<file path="src/rtl/spi_s.sv">
// SPI mode-0 slave, 32-bit frames, oversampled on clk.
// Optional overrun flag enabled by the SPI_S_OVR_EN macro.
module spi_s (
  input  logic        clk,
  input  logic        rst,
  input  logic        sclk,
  input  logic        cs_n,
  input  logic        mosi,
  output logic        miso,
  output logic        miso_oe,
  input  logic [31:0] tx_data,
  input  logic        tx_load,
  output logic        tx_ready,
  output logic [31:0] rx_data,
  output logic        rx_valid,
  input  logic        rx_ack,
  output logic        rx_err,
  output logic        rx_ovr
);

  typedef enum logic [1:0] {
    IDLE  = 2'd0,
    SHIFT = 2'd1,
    HOLD  = 2'd2
  } state_e;

  state_e      state_q, state_d;
  logic [2:0]  sclk_q, cs_q, mosi_q;
  logic [31:0] tx_buf_q, tx_shift_q;
  logic [31:0] rx_shift_q, rx_data_q;
  logic [5:0]  bit_cnt_q;
  logic        rx_valid_q, rx_err_q;
  logic        sclk_rise, sclk_fall;
  logic        cs_rise, cs_fall;
  logic        mosi_s, done;

  // [0],[1] synchronizer stages, [2] history
  always_ff @(posedge clk) begin
    if (rst) begin
      sclk_q <= 3'b000;
      cs_q   <= 3'b111;
      mosi_q <= 3'b000;
    end else begin
      sclk_q <= {sclk_q[1:0], sclk};
      cs_q   <= {cs_q[1:0], cs_n};
      mosi_q <= {mosi_q[1:0], mosi};
    end
  end

  assign sclk_rise = sclk_q[1] & ~sclk_q[2];
  assign sclk_fall = ~sclk_q[1] & sclk_q[2];
  assign cs_rise   = cs_q[1] & ~cs_q[2];
  assign cs_fall   = ~cs_q[1] & cs_q[2];
  // data taken from the history stage, aligned with the edge history
  assign mosi_s    = mosi_q[2];

  assign done = (state_q == SHIFT) & ~cs_rise & sclk_rise
              & (bit_cnt_q == 6'd31);

  always_ff @(posedge clk) begin
    if (rst) state_q <= IDLE;
    else     state_q <= state_d;
  end

  always_comb begin
    state_d = state_q;
    unique case (state_q)
      IDLE:    if (cs_fall) state_d = SHIFT;
      SHIFT: begin
        if (cs_rise)   state_d = IDLE;
        else if (done) state_d = HOLD;
      end
      HOLD:    if (cs_rise) state_d = IDLE;
      default: state_d = IDLE;
    endcase
  end

  always_comb begin
    miso_oe  = 1'b0;
    tx_ready = 1'b0;
    miso     = tx_shift_q[31];
    unique case (state_q)
      IDLE: begin
        tx_ready = 1'b1;
        miso     = cs_fall & tx_buf_q[31];
      end
      SHIFT, HOLD: miso_oe = 1'b1;
      default: miso_oe = 1'b0;
    endcase
  end

  always_ff @(posedge clk) begin
    if (rst) begin
      tx_buf_q   <= '0;
      tx_shift_q <= '0;
      rx_shift_q <= '0;
      rx_data_q  <= '0;
      bit_cnt_q  <= '0;
      rx_valid_q <= 1'b0;
      rx_err_q   <= 1'b0;
    end else begin
      rx_err_q <= 1'b0;
      if (tx_load && state_q == IDLE)
        tx_buf_q <= tx_data;
      if (state_q == IDLE && cs_fall) begin
        tx_shift_q <= tx_buf_q;
        bit_cnt_q  <= '0;
      end
      if (state_q == SHIFT) begin
        if (cs_rise) begin
          rx_err_q <= 1'b1;
        end else begin
          if (sclk_rise) begin
            rx_shift_q <= {rx_shift_q[30:0], mosi_s};
            bit_cnt_q  <= bit_cnt_q + 6'd1;
          end
          if (done)
            rx_data_q <= {rx_shift_q[30:0], mosi_s};
          if (sclk_fall)
            tx_shift_q <= {tx_shift_q[30:0], 1'b0};
        end
      end
      if (done)        rx_valid_q <= 1'b1;
      else if (rx_ack) rx_valid_q <= 1'b0;
    end
  end

`ifdef SPI_S_OVR_EN
  logic rx_ovr_q;

  always_ff @(posedge clk) begin
    if (rst)
      rx_ovr_q <= 1'b0;
    else if (done && rx_valid_q && !rx_ack)
      rx_ovr_q <= 1'b1;
  end

  assign rx_ovr = rx_ovr_q;
`else
  assign rx_ovr = 1'b0;
`endif

  assign rx_data  = rx_data_q;
  assign rx_valid = rx_valid_q;
  assign rx_err   = rx_err_q;

endmodule

</file>
<file path="config.mk">
export PLATFORM = sky130hd
export DESIGN_NAME = spi_s
export DESIGN_NICKNAME = d
export VERILOG_FILES = /design/src/rtl/spi_s.sv
export SDC_FILE = /design/constraint.sdc
export NUM_CORES = 1
export LEC_CHECK = 0
export CAP_MARGIN = 20
export CORE_MARGIN = 5
export CORE_UTILIZATION = 50
export DETAILED_ROUTE_END_ITERATION = 8
export MAX_ROUTING_LAYER = met4
export PLACE_DENSITY = 0.81
export SKIP_LAST_GASP = 1
export SLEW_MARGIN = 20
export SYNTH_ARGS = -nofsm -noshare
export SYNTH_HDL_FRONTEND = slang
export SYNTH_SLANG_ARGS = --single-unit
</file>
<file path="constraint.sdc">
create_clock -name clk -period 3.7 [get_ports clk]
set_input_delay 0.74 -clock clk [delete_from_list [all_inputs] [get_ports clk]]
set_output_delay 0.74 -clock clk [all_outputs]
set_load 0.05 [all_outputs]
</file>
==> run metrics, run 1 <==
Synth Warn # 0; status finished, final reports clean; fin cells a little under 900; Remaining DRCs 0; layout cells sized above 1 between 6 and 7%; IO buf count 75; fin crit period 2.87 ns; Hold Vio Cnt, Final 0; layout filler cell count a little over 900; Setup TNS 0 ns; count of hold-fix buffers inserted at cts 0; Congestion Overflow GR 0; root buf cell clkbuf_8; Hold Path Stages 1; CTS Buffer Depth 2; Num Clock Sinks between 100 and 150; Leak between 2 and 2.5 nW; Core ar. roughly 11000 µm²; clk slew on worst S/H paths 0.05 ns; Top delay family on crit path buffers and inverters; Worst Path Required 2.96 ns; worst hold path type reg2reg; initial core utilization 50.9%; synth cell count leaders nand2_1, dfxtp_1, a21oi_1; Multi-input gate area 2320 µm²; Setup CP Type reg2out; Worst-Skew Late Latency 0.53 ns; Post-synth top flop dfxtp_1; Worst setup EP type primary output; # IOs 77; FF-to-FF Start state_q[1]; vias in the first global route 4555; Worst-Margin Slew 0.944 ns; WL/cell roughly 14 µm; area added between synthesis and finish 24.6%; final setup fails 0; Post-synth EDFFs 0; Synth top area share 53.2%; RePlAce Congestion 0.766; Synth async-reset ratio 0%; Synth Cell Area 5500 µm²; htree depth 4; Peak VDD IR 0.357 mV; Antenna Cells 0; antenna violations before repair 0; Die X-Extent about 110 µm; routed vias/inst 5.36; Crit. path cell count 3; critical path's slowest cell clkdlybuf4s50_1; #FFs+latches synth about 150; height of the die 115 µm; top-count cell post-synth nand2_1; crit path launch type flip-flop; Reg area 2920 µm²; power density cells 512 nW/µm²; crit path DAT 2.13 ns; syn_area_per_cell 7.98 µm²; top post-synthesis cells by area dfxtp_1, nand2_1, a21oi_1, a311oi_1, nor2_1; Netlist cell types 37; reg2reg setup slack approximately 1.3 ns; cts repair resizes 0; antenna-violating nets left 0; fin nets 784; Final Skew approximately 0.0071 ns; Rows 38; total CTS buffers 17; r2r endpoint tx_shift_q[12]; DPL Wire Length 7610 µm; Post-Syn Nets roughly 730; max incr delay on CP 0.85 ns; fmax 349 MHz; final core occ ~63%; largest net degree at the start of global routing 85; fin crit share roughly 78%; register area share after synthesis 53.2%; worst-case reg-to-reg path depth 5; postcts setup bufs 0; Max Cap Viol 0; worst-path maximum fanout 6; CP bufs+invs 2; RSZ-0062 raised after global routing false; Syn Inst Count between 600 and 700; biggest area consumer among synthesized cells dfxtp_1; Detailed Routing Iterations Pass 1 5; total wire length 12000 µm; GRT Util Overall between 10% and 20%; Slew HR between 30% and 40%; hold path startpoint cs_q[0]; placed insts 860; Hold EP cs_q[1]; Final Max Slew Viols 0; CP Cell Sequence inv_1 > ha_1 > clkdlybuf4s50_1; crit path launch state_q[0]; first-pass GRT wire length 20400 µm; CTS tree yes; Iteration-0 DRC Markers 365; die area approximately 13000 µm²; Vias 4773
cell type report:
type	instances	area share, %
clock buffers	18	6.10
clock inverters	12	2.43
inverters	5	0.274
multi-input cells	487	33.9
flip-flops and latches	146	42.7
well taps	140	2.56
repair buffers	83	12.1
layout by cell type (no fill, tap or decap), types with 3 or more instances in the layout:
master and instances:
a21oi_1 102, a311oi_1 31, a31oi_1 3, buf_4 8
bufinv_16 4, clkbuf_16 16, clkdlybuf4s50_1 73, clkinv_2 6
dfxtp_1 146, ha_1 5, inv_1 5, nand2_1 259
nand3_1 7, nor2_1 34, nor2b_1 9, nor3_1 3
o21ai_0 4, or2_2 3, or3_1 3
registers in the layout, summed over array words and instances (netlist names):
| signal | flops |
|---|---|
| rx_valid | 1 |
| rx_shift_q | 31 |
| state_q | 2 |
| cs_q | 3 |
| rx_err | 1 |
| sclk_q | 3 |
| tx_buf_q | 32 |
| tx_shift_q | 32 |
| mosi_q | 3 |
| rx_data | 32 |
| bit_cnt_q | 6 |
layer usage:
metal  up-vias  global-route usage (%)  part of all wire, %
met5         -                       -                    0
met4         0                    9.55                  1.6
met3        22                    5.32                  5.8
met2       124                    31.3                   49
met1      2240                    23.2                   43
li1       2387                       -                    -
report_power, final:
group	internal (mW)	total, mW	switching, mW
clock network	1.08	1.71	0.633
registers	1.61	1.62	0.0173
logic	0.0715	0.168	0.0964
kinds of logic after synthesis:
logic type                 share of synthesized area (%)
and+or+nand+nor                                     25.2
other                                             0.0682
AOI/OAI and AO/OA                                   15.6
buffers and inverters                               4.64
muxes                                              0.182
adders and majority gates                           1.14
DFF                                                 53.2
per-stage QoR:
step           area [µm²]  worst slack [ns]  power, mW  hold WS [ns]
6_report             6850             0.832       3.50         0.407
5_1_grt              6850             0.672       3.62         0.430
4_1_cts              6830             0.806       3.52         0.411
3_5_place_dp         6250              1.16       1.82         0.398
3_3_place_gp         6250              1.29       1.82         0.391
2_1_floorplan        5500              1.23       1.76         0.389
worst max path at each step:
stage,endpoint,slack (ns)
after floorplan,miso,1.23
after global placement,tx_buf_q[22],1.29
after detailed placement,tx_buf_q[10],1.16
after CTS,tx_ready,0.81
after global routing,miso,0.67
final,tx_ready,0.83
(Power assumes the default switching activity.)
==> inputs of run 2 (changes only) <==
CORE_UTILIZATION = 49   (was 50)
PLACE_DENSITY = 0.83   (was 0.81)
clock period = 2.6 ns   (was 3.7 ns; I/O delays follow)
==> run 2 against run 1 <==
Net effect: first-iteration DRC count rose by 1.6%; non-clock buffer count rose by 4; routed wire length fell by 4.2%; setup slack got worse by 0.74 ns; global-route usage fell by 1.2 points; clock power rose by 29%; largest power group is now registers; final area barely moved; critical path depth did not move; clock skew rose by 0.0031 ns.
==> run metrics, run 2 (synthesized netlist as in run 1, its figures left out) <==
status finished, final reports clean; root buf cell clkbuf_16; largest net degree at the start of global routing 73 (-14%); layout cells sized above 1 6.61% (+0.36 points); Final Max Slew Viols 0 (unchanged); Leak 2.41 nW (-0.38%); fin crit period approximately 2.5 ns; Detailed Routing Iterations Pass 1 7 (+2); antenna-violating nets left 0 (unchanged); worst-path maximum fanout 4 (-2); DPL Wire Length 7530 µm (-1.0%); die area 13400 µm² (+1.9%); # IOs 77 (unchanged); Remaining DRCs 0 (unchanged); Worst Path Required 2.08 ns (-0.88 ns); reg2reg setup slack 0.65 ns (-0.67 ns); commonest non-fill, non-tap cell in the layout nand2_1; total CTS buffers 17 (unchanged); vias in the first global route 4541 (-0.31%); Setup CP Type reg2out; Worst-Margin Slew 0.577 ns (-0.367 ns); crit path DAT 1.99 ns (-0.14 ns); crit path launch type flip-flop; Hold Path Stages 1 (unchanged); total wire length 11500 µm (-4.2%); worst hold path type reg2reg; worst-case reg-to-reg path depth 7 (+2); Rows 38 (unchanged); CTS Buffer Depth 2 (unchanged); routed vias/inst 5.26 (-1.7%); Num Clock Sinks 146 (unchanged); initial core utilization 50.3% (-0.66 points); Vias 4716 (-1.2%); area added between synthesis and finish 24.5% (about the same); Max Cap Viol 0 (unchanged); Antenna Cells 0 (unchanged); Peak VDD IR 0.577 mV (+61%); Setup TNS 0 ns (unchanged); RSZ-0062 raised after global routing false; most frequent cells in the layout nand2_1, dfxtp_1, a21oi_1; power density cells 695 nW/µm² (+36%); Worst setup EP type primary output; htree depth 4 (unchanged); first-pass GRT wire length 19800 µm (-2.9%); RePlAce Congestion 0.850 (+11%); Slew HR 61.5% (+25 points); final setup fails 0 (unchanged); Final Skew 0.0101 ns (+0.00306 ns); WL/cell 12.9 µm (-4.7%); IO buf count 75 (unchanged); fin crit share 96.4%; Hold Vio Cnt, Final 0 (unchanged); Core ar. 10900 µm² (+1.3%); antenna violations before repair 0 (unchanged); GRT Util Overall 18.5% (-1.2 points); fin nets 788 (+0.51%); Iteration-0 DRC Markers 371 (+1.6%); Die X-Extent 116 µm (+0.93%); CTS tree yes; postcts setup bufs 0 (unchanged); fmax 399 MHz; height of the die 116 µm (+0.93%); Congestion Overflow GR 0 (unchanged); power consumption 4.76 mW (+36%); clk slew on worst S/H paths 0.06 ns (about the same); Worst-Skew Late Latency 0.40 ns (-0.13 ns)
run 2: cell count changes in the layout (fill, tap and decap cells not counted), moves of 2 or more:
cell,previous run,this run
buf_4,8,12
bufinv_16,4,1
clkinv_2,6,4
clkinv_4,1,5
clkinvlp_4,1,3
run 2: repair_timing:
| action | in CTS | in global routing |
|---|---|---|
| hold endpoints to repair | 0 | 0 |
| endpoints found under the setup margin | 0 | 1 |
| resized for setup | 0 | 1 |
| hold buffers | 0 | 0 |
run 2: path summary, 6_finish.rpt:
path                            startpoint         end
worst min-delay path               cs_q[0]     cs_q[1]
worst max-delay path            state_q[0]     miso_oe
worst min register to register     cs_q[0]     cs_q[1]
worst max register to register  state_q[1]  state_q[1]
run 2: layer usage:
layer	part of all wire, %	wire length [µm]	up-vias	global-route usage, %
li1	-	-	2390	-
met1	45	5240	2191	21.9
met2	49	5650	120	30.8
met3	4.3	498	15	4.91
met4	1.3	155	0	5.96
met5	0	0	-	-
run 2: where the power goes:
| group | switching, mW | internal (mW) | total (mW) |
|---|---|---|---|
| logic | 0.135 | 0.106 | 0.241 |
| registers | 0.0251 | 2.29 | 2.31 |
| clock network | 0.898 | 1.31 | 2.21 |
| total | 1.06 | 3.70 | 4.76 |
run 2: layout make-up:
type                       count  area, µm²
tap                          140        175
timing repair buffer          87        863
inverter                       5       18.8
sequential                   146       2920
clock buffer                  18        429
fill                         929       4090
clock inverter                13        116
multi-input combinational    487       2320
run 2: stage by stage:
stage	utilization (%)	instances	hold WS (ns)	area, µm²	worst slack, ns
after global placement	57.6	865	0.395	6300	0.541
after detailed placement	57.6	865	0.403	6300	0.455
after CTS	62.6	896	0.421	6840	0.0215
after floorplan	-	689	0.389	5500	0.352
final	62.6	896	0.420	6840	0.0931
after global routing	62.6	896	0.438	6840	0.0381
run 2: worst max-delay path, cell delays in order, from the launching register on:
cell	delay (ns)
dfxtp_1	0.36
inv_1	0.10
ha_1	0.32
clkdlybuf4s50_1	0.81
==> RTL edit (flow settings as in run 2) <==
Add a define of `SPI_S_OVR_EN`.
--- a/src/rtl/spi_s.sv
+++ b/src/rtl/spi_s.sv
@@ -1,5 +1,7 @@
 // SPI mode-0 slave, 32-bit frames, oversampled on clk.
 // Optional overrun flag enabled by the SPI_S_OVR_EN macro.
+`define SPI_S_OVR_EN
+
 module spi_s (
   input  logic        clk,
   input  logic        rst,
Behaviour: no difference found for any inputs over 10 cycles, from zero or initial values and one cycle with rst high; that may be too few to reach the edited logic, so the function may still have changed.
==> RTL edit against run 2 <==
Routed wire length grew 4.1%. Worst hold slack improved by 1.3 ps. Sequential cell count grew 1. Synthesized area grew 0.55%. Clock power decreased by 3%. Total power shrank 0.98%. Worst setup slack improved by 8.8 ps. Cell area increased by 0.37%. Count of clock-buffer cells in the layout up 6. Highest routed layer unchanged.
==> RTL edit: results (changes against run 2) <==
[status]
status = completed

[power_and_ir_drop]
leakage_uw = 0.00243  ; +0.61%
ir_drop_uv = 441  ; -24%

[global_routing]
grt_pass1_wl_mm = 20.1  ; +1.6%
use_met1_pct = 20.0  ; -1.9 points
grt_usage_pct = 19.1  ; +0.61 points
met3_usage_pct = 5.03  ; +0.12 points
grt_max_degree = 77  ; +5.5%
use_met2_pct = 33.6  ; +2.8 points
grt_pass1_vias = 4654  ; +2.5%

[yosys]
ys_top_cells_by_count = nand2_1 (259), dfxtp_1 (147), a21oi_1 (103), nor2_1 (37), clkbuf_1 (33)
synthTopCellsByArea = dfxtp_1 (53%), nand2_1 (18%), a21oi_1 (9.3%), a311oi_1 (4.9%), nor2_1 (2.5%)
ys_seq_area_share_pct = 53.2  ; +0.073 points
syn_nets = 734  ; +0.14%

[place]
hpwl_mm = 7.71  ; +2.4%
port_buffers = 76  ; +1.3%
gp_congestion = 0.813  ; -4.3%

[sta]
worst_slew_pin_slew_ps = 665  ; +87.2 ps
holdWs_ps = 422  ; +1.31 ps
finClkSkew_ps = 4.26  ; -5.88 ps

[route]
drt_iter0_markers = 311  ; -16%
wl_met3_um = 461  ; -7.4%
firstDrtPassIters = 4  ; -3
met2_length_mm = 6.20  ; +9.8%
wl_met1_mm = 5.07  ; -3.2%
wirelength_mm = 12.0  ; +4.1%
vias_per_cell = 5.28  ; +0.25%

[setup_path]
path_max_fanout = 6  ; +2
rr_endpoint = rx_ovr$_SDFFE_PP0P_
rr_worst_depth = 6  ; -1
cpPeakStageDelay_ps = 850  ; +40 ps
endpoint = tx_ready
rr_startpoint = state_q[1]$_SDFFE_PP0P_
r2r_slack_ps = 510  ; -140 ps

[finish]
drive_above_1_share_pct = 6.34  ; -0.27 points
nNetsFinal = 790  ; +0.25%

[RTL edit: metrics by stage]
step                worst slack, ps  instance area [µm²]  instances
finish                          102                 6870        897
floorplan                       352                 5530        690
global placement                589                 6350        867
global route                  0.543                 6870        897
detailed placement              521                 6350        867
CTS                            88.6                 6870        897
[RTL edit: layout make-up]
class | count | area, µm²
fillers | 965 | 4070
clock inverters | 6 | 30.0
multi-input cells | 488 | 2330
well taps | 140 | 175
repair buffers | 87 | 876
clock buffers | 24 | 492
flip-flops and latches | 147 | 2940
inverters | 5 | 18.8
[RTL edit: report_power, final]
part | switching (µW) | internal [µW] | total, µW | leakage (µW)
Combinational | 133 | 107 | 240 | 0.000971
Clock | 846 | 1300 | 2140 | 0.000265
Sequential | 24.5 | 2300 | 2330 | 0.00119
Total | 1000 | 3710 | 4710 | 0.00243
[RTL edit: cell families after synthesis]
kind of cell | share of synthesized area [%]
simple gates | 25.1
mux | 0.181
buf+inv | 4.55
fa+ha+maj | 1.13
compound gates | 15.8
flops | 53.2
